`src/rtl/run_ctrl_pkg.sv`:
```
// Shared types and widths for the run_ctrl CPU run sequencer.
package run_ctrl_pkg;

   localparam int STATE_W = 3;
   localparam int CNT_W   = 32;
   localparam logic [CNT_W-1:0] CNT_MAX = '1;

   typedef enum logic [STATE_W-1:0] {
      IDLE  = 3'd0,
      CRST  = 3'd1,
      RUN   = 3'd2,
      PAUSE = 3'd3,
      STEP  = 3'd4,
      DONE  = 3'd5
   } state_t;

   function automatic logic cpu_on(input state_t s);
      return (s == RUN) || (s == STEP);
   endfunction

endpackage

```
`src/rtl/run_ctrl_cnt.sv`:
```
// Saturating count of CPU-enabled cycles; clr wins over inc.
module run_ctrl_cnt
   import run_ctrl_pkg::*;
(
   input  logic             clk,
   input  logic             clr,
   input  logic             inc,
   output logic [CNT_W-1:0] count
);

   always_ff @(posedge clk) begin
      if (clr) begin
         count <= '0;
      end else if (inc && (count != CNT_MAX)) begin
         count <= count + CNT_W'(1);
      end
   end

endmodule

```
`src/rtl/run_ctrl.sv`:
```
// CPU run sequencer: reset hold, run/pause/single-step, halt capture.
// Define RUN_CTRL_WATCHDOG_EN to end runs after MAX_CYCLES enabled cycles.
//
// state | meaning
// IDLE  | CPU held in reset, waiting for start
// CRST  | clearing run status, CPU reset held RST_CYCLES cycles
// RUN   | CPU enabled free-running
// PAUSE | CPU stopped, awaiting start (resume) or step
// STEP  | CPU enabled for a single cycle
// DONE  | run ended by halt or watchdog, status held
module run_ctrl
   import run_ctrl_pkg::*;
#(
   parameter int unsigned MAX_CYCLES = 500000,
   parameter int unsigned RST_CYCLES = 4
) (
   input  logic        clk,
   input  logic        rst,
   input  logic        start,
   input  logic        stop,
   input  logic        step,
   input  logic        is_halt,
   input  logic [15:0] ret_val,
   output logic        cpu_en,
   output logic        cpu_rst,
   output logic        done,
   output logic        timeout,
   output logic [7:0]  result,
   output logic [31:0] cycles
);

   localparam logic [31:0] RST_LOAD  = 32'(RST_CYCLES - 1);
   localparam logic [31:0] WDOG_LAST = 32'(MAX_CYCLES - 1);

   state_t      state, state_nxt;
   logic [31:0] rst_cnt;
   logic        wdog_hit;
   logic        unused_ret_hi;

   assign unused_ret_hi = ^ret_val[15:8];

`ifdef RUN_CTRL_WATCHDOG_EN
   logic timeout_q;

   // Compare uses the pre-increment count, so DONE is reached with cycles == MAX_CYCLES.
   assign wdog_hit = (cycles == WDOG_LAST);
   assign timeout  = timeout_q;

   always_ff @(posedge clk) begin
      if (rst || (state_nxt == CRST)) begin
         timeout_q <= 1'b0;
      end else if (cpu_on(state) && !is_halt && wdog_hit) begin
         timeout_q <= 1'b1;
      end
   end
`else
   logic unused_wdog;

   assign unused_wdog = ^WDOG_LAST;
   assign wdog_hit    = 1'b0;
   assign timeout     = 1'b0;
`endif

   always_comb begin
      state_nxt = state;
      case (state)
         IDLE:  if (start) state_nxt = CRST;
         CRST:  if (rst_cnt == '0) state_nxt = RUN;
         RUN, STEP: begin
            if (is_halt || wdog_hit)  state_nxt = DONE;
            else if (state == STEP)   state_nxt = PAUSE;
            else if (stop)            state_nxt = PAUSE;
         end
         PAUSE: begin
            if (start)      state_nxt = RUN;
            else if (step)  state_nxt = STEP;
         end
         DONE:  if (start) state_nxt = CRST;
         default: state_nxt = IDLE;
      endcase
   end

   always_ff @(posedge clk) begin
      if (rst) begin
         state   <= IDLE;
         cpu_en  <= 1'b0;
         cpu_rst <= 1'b1;
         done    <= 1'b0;
         result  <= '0;
         rst_cnt <= RST_LOAD;
      end else begin
         state   <= state_nxt;
         cpu_en  <= cpu_on(state_nxt);
         cpu_rst <= (state_nxt == IDLE) || (state_nxt == CRST);
         done    <= (state_nxt == DONE);
         if (state != CRST) begin
            rst_cnt <= RST_LOAD;
         end else if (rst_cnt != '0) begin
            rst_cnt <= rst_cnt - 32'd1;
         end
         if (state_nxt == CRST) begin
            result <= '0;
         end else if (cpu_on(state) && is_halt) begin
            result <= ret_val[7:0];
         end
      end
   end

   run_ctrl_cnt u_cnt (
      .clk   (clk),
      .clr   (rst || (state_nxt == CRST)),
      .inc   (cpu_en),
      .count (cycles)
   );

endmodule

```
`config.mk`:
```
export PLATFORM = sky130hd
export DESIGN_NAME = run_ctrl
export DESIGN_NICKNAME = d
export VERILOG_FILES = /design/src/rtl/run_ctrl_pkg.sv /design/src/rtl/run_ctrl_cnt.sv /design/src/rtl/run_ctrl.sv
export SDC_FILE = /design/constraint.sdc
export NUM_CORES = 1
export LEC_CHECK = 0
export CELL_PAD_IN_SITES_DETAIL_PLACEMENT = 0
export CELL_PAD_IN_SITES_GLOBAL_PLACEMENT = 1
export CORE_MARGIN = 5
export CORE_UTILIZATION = 42
export DETAILED_ROUTE_END_ITERATION = 12
export GPL_ROUTABILITY_DRIVEN = 0
export HOLD_SLACK_MARGIN = 0.15
export PLACE_DENSITY = 0.9
export SLEW_MARGIN = 20
export SYNTH_ARGS = -nofsm -noshare
export SYNTH_HDL_FRONTEND = slang
export SYNTH_SLANG_ARGS = --single-unit
```
`constraint.sdc`:
```
create_clock -name clk -period 4 [get_ports clk]
set_input_delay 0.8 -clock clk [delete_from_list [all_inputs] [get_ports clk]]
set_output_delay 0.8 -clock clk [all_outputs]
set_load 0.01 [all_outputs]
```
==> results.cfg <==
[run_status]
status = finished, final reports clean

[sta]
post-route-period-util_pct = 65.9
tns_ps = 0
max_freq_mhz = 379
min_period_ps = 2640
grt_setup_unrepaired = no
slew_viol_final = 0
tightest_slew_ps = 747
setup-violations-final = 0
skew_ps = 13.0
hold_violations = 0
max_slew_margin_pct = 50.2

[grt]
grt_pass1_wl_microns = 15200
grt_usage_pct = 16.1
grt.overflow.total = 0
grt_max_degree = 41
antenna_found_initial = 0
grt_pass1_vias = 3274

[worst_setup_path]
cp-end-kind = flip-flop
path_class = reg2reg
cp.arrival_ps = 2860
reg2reg_depth = 5
worstSetupStartpointType = flip-flop
worstPathMaxFanout = 14
cp.required_ps = 4220

[worst_hold_path]
min_path_type = reg2reg
min_path_cells = 2

[drt]
dr.pass1.iters = 4
drc = 0
drtAntennaViolNets = 0
num_vias = 3536
drt_iter0_markers = 137
routed_wl_microns = 8910
wl_per_cell_microns = 14.6
via_per_inst = 5.80

[layout]
final_common_cell = dfxtp_1
diodes = 0
n_fill_cell = 815
drive_above_1_share_pct = 6.77
nNetsFinal = 521
final_cells = 610
area_delta_synth_final_pct = 21.9
mostFrequentLayoutCells = dfxtp_1, clkdlybuf4s50_1, nor2_1, a21oi_1, or3_1
seqCellArea_sq_um = 1560
multiInputGateArea_sq_um = 2110

[clocking]
cts.clk_slew.worst_paths_ps = 80
cts_tree = built
postCtsHoldBufs = 0
htree_levels = 3
insertion_delay_ps = 350
cts_inserted_buffers = 9
cts_root_buf = clkbuf_8
cts_setup_buffers = 0
cts.path.max_buffers = 2
clock_sinks = 78
cts_resized = 0

[synth]
synth_cells = 446
synth_area_sq_um = 3810
ys_types = 58
syn_nets = 470
synth-seq-area-share_pct = 41.0
ys_seq_elements = 78
syn_area_per_cell_sq_um = 8.53
synth_flop_cell = dfxtp_1
async_flop_share_pct = 0
yosys-top-cells-area = dfxtp_1, a21oi_1, or3_1
synth_edf_count = 0
yosys.area.top_type = dfxtp_1
synth_top_area_share_pct = 41.0
yosys_warnings = 0

[floorplan]
die_y_microns = 105
die_w_microns = 105
core-area_sq_um = 8760
dieArea_sq_um = 11100
ios = 66
rows = 34
initial_core_util_pct = 43.4

[flow_run]
maxCapViolCount = 0

[power_and_ir_drop]
irDropWorstVdd_mv = 0.243
total_power_mw = 1.48
p_per_area_nw_per_um2 = 320
leakage_nw = 1.47

[place]
dp_cells = 594
portBuffers = 56
dpl.hpwl_microns = 6210
-- layer usage --
metal | share of wire (%) | global-route usage (%) | up-vias
met5 | 0 | 0 | -
li1 | - | - | 1778
met3 | 4.1 | 5.30 | 9
met2 | 49 | 27.1 | 45
met4 | 1.8 | 5.66 | 0
met1 | 45 | 19.2 | 1704
-- worst paths after layout --
kind,startpoint,slack (ps),to
worst min-delay path,result[4]$_SDFFE_PP0P_,500,result[4]$_SDFFE_PP0P_
worst max register to register,u_cnt.count[23]$_SDFFE_PP0P_,1360,u_cnt.count[1]$_SDFFE_PP0P_
worst max-delay path,u_cnt.count[23]$_SDFFE_PP0P_,1360,u_cnt.count[1]$_SDFFE_PP0P_
worst min register to register,result[4]$_SDFFE_PP0P_,500,result[4]$_SDFFE_PP0P_
-- area by class of cell --
type                    count  area share [%]
flip-flops and latches     78            33.7
clock buffers              10            2.97
multi-input cells         341            45.4
repair buffers             59            12.6
clock inverters             6            1.83
inverters                   8           0.647
well taps                 108            2.91
-- Yosys cell counts (2+ instances only) --
cell type,number
a211oi_1,2
a21oi_1,42
a31oi_1,4
and2_1,4
and3_1,6
and4_1,2
buf_2,4
buf_4,2
buf_6,3
clkbuf_1,8
dfxtp_1,78
ha_1,2
inv_1,8
mux2i_1,9
nand2_1,25
nand2b_1,4
nand3_1,16
nand3b_1,2
nand4_1,12
nand4b_1,2
nor2_1,45
nor2b_1,5
nor3_1,11
nor3b_1,2
nor4_1,9
nor4_2,2
o2111ai_1,2
o211ai_1,5
o21a_1,2
o21ai_0,22
o311ai_0,5
o31ai_1,14
o41ai_1,3
or2_1,2
or2_2,3
or3_1,28
or4_1,14
xnor2_1,3
xor2_1,15
-- state kept, by name, indices dropped and copies added (netlist names) --
signal	count
u_cnt.count	32
rst_cnt	32
cpu_rst	1
state	3
done	1
result	8
cpu_en	1
-- metrics by stage --
| stage | cell area (sq um) | setup WS (ps) | hold WS (ps) | util, % |
|---|---|---|---|---|
| 4_1_cts | 4640 | 1360 | 501 | 52.9 |
| 2_1_floorplan | 3810 | 1800 | 455 | - |
| 3_5_place_dp | 4420 | 1260 | 488 | 50.4 |
| 6_report | 4640 | 1360 | 497 | 52.9 |
| 5_1_grt | 4640 | 1120 | 523 | 52.9 |
| 3_3_place_gp | 4420 | 1290 | 473 | 50.4 |
-- critical path, cell delays in order, from the launching register on --
cell     delay [ps]
dfxtp_1         460
nand3_1         220
or4_1           800
o31ai_2         720
mux2i_1         270
nor2_1           50
-- kinds of logic after synthesis --
logic type | synth area share, %
adder cells (fa/ha/maj) | 0.920
flip-flops | 41.0
AND/OR/NAND/NOR | 29.0
AO/OA/AOI/OAI | 18.8
multiplexers | 2.37
buffers and inverters | 3.62
XOR/XNOR | 4.14
other | 0.0985
-- report_power, final --
group	internal (mW)	leakage [nW]	switching, mW
clock network	0.366	0.108	0.290
logic	0.0207	0.732	0.0267
registers	0.778	0.628	0.00252
total	1.16	1.47	0.320
(Power assumes the default switching activity.)
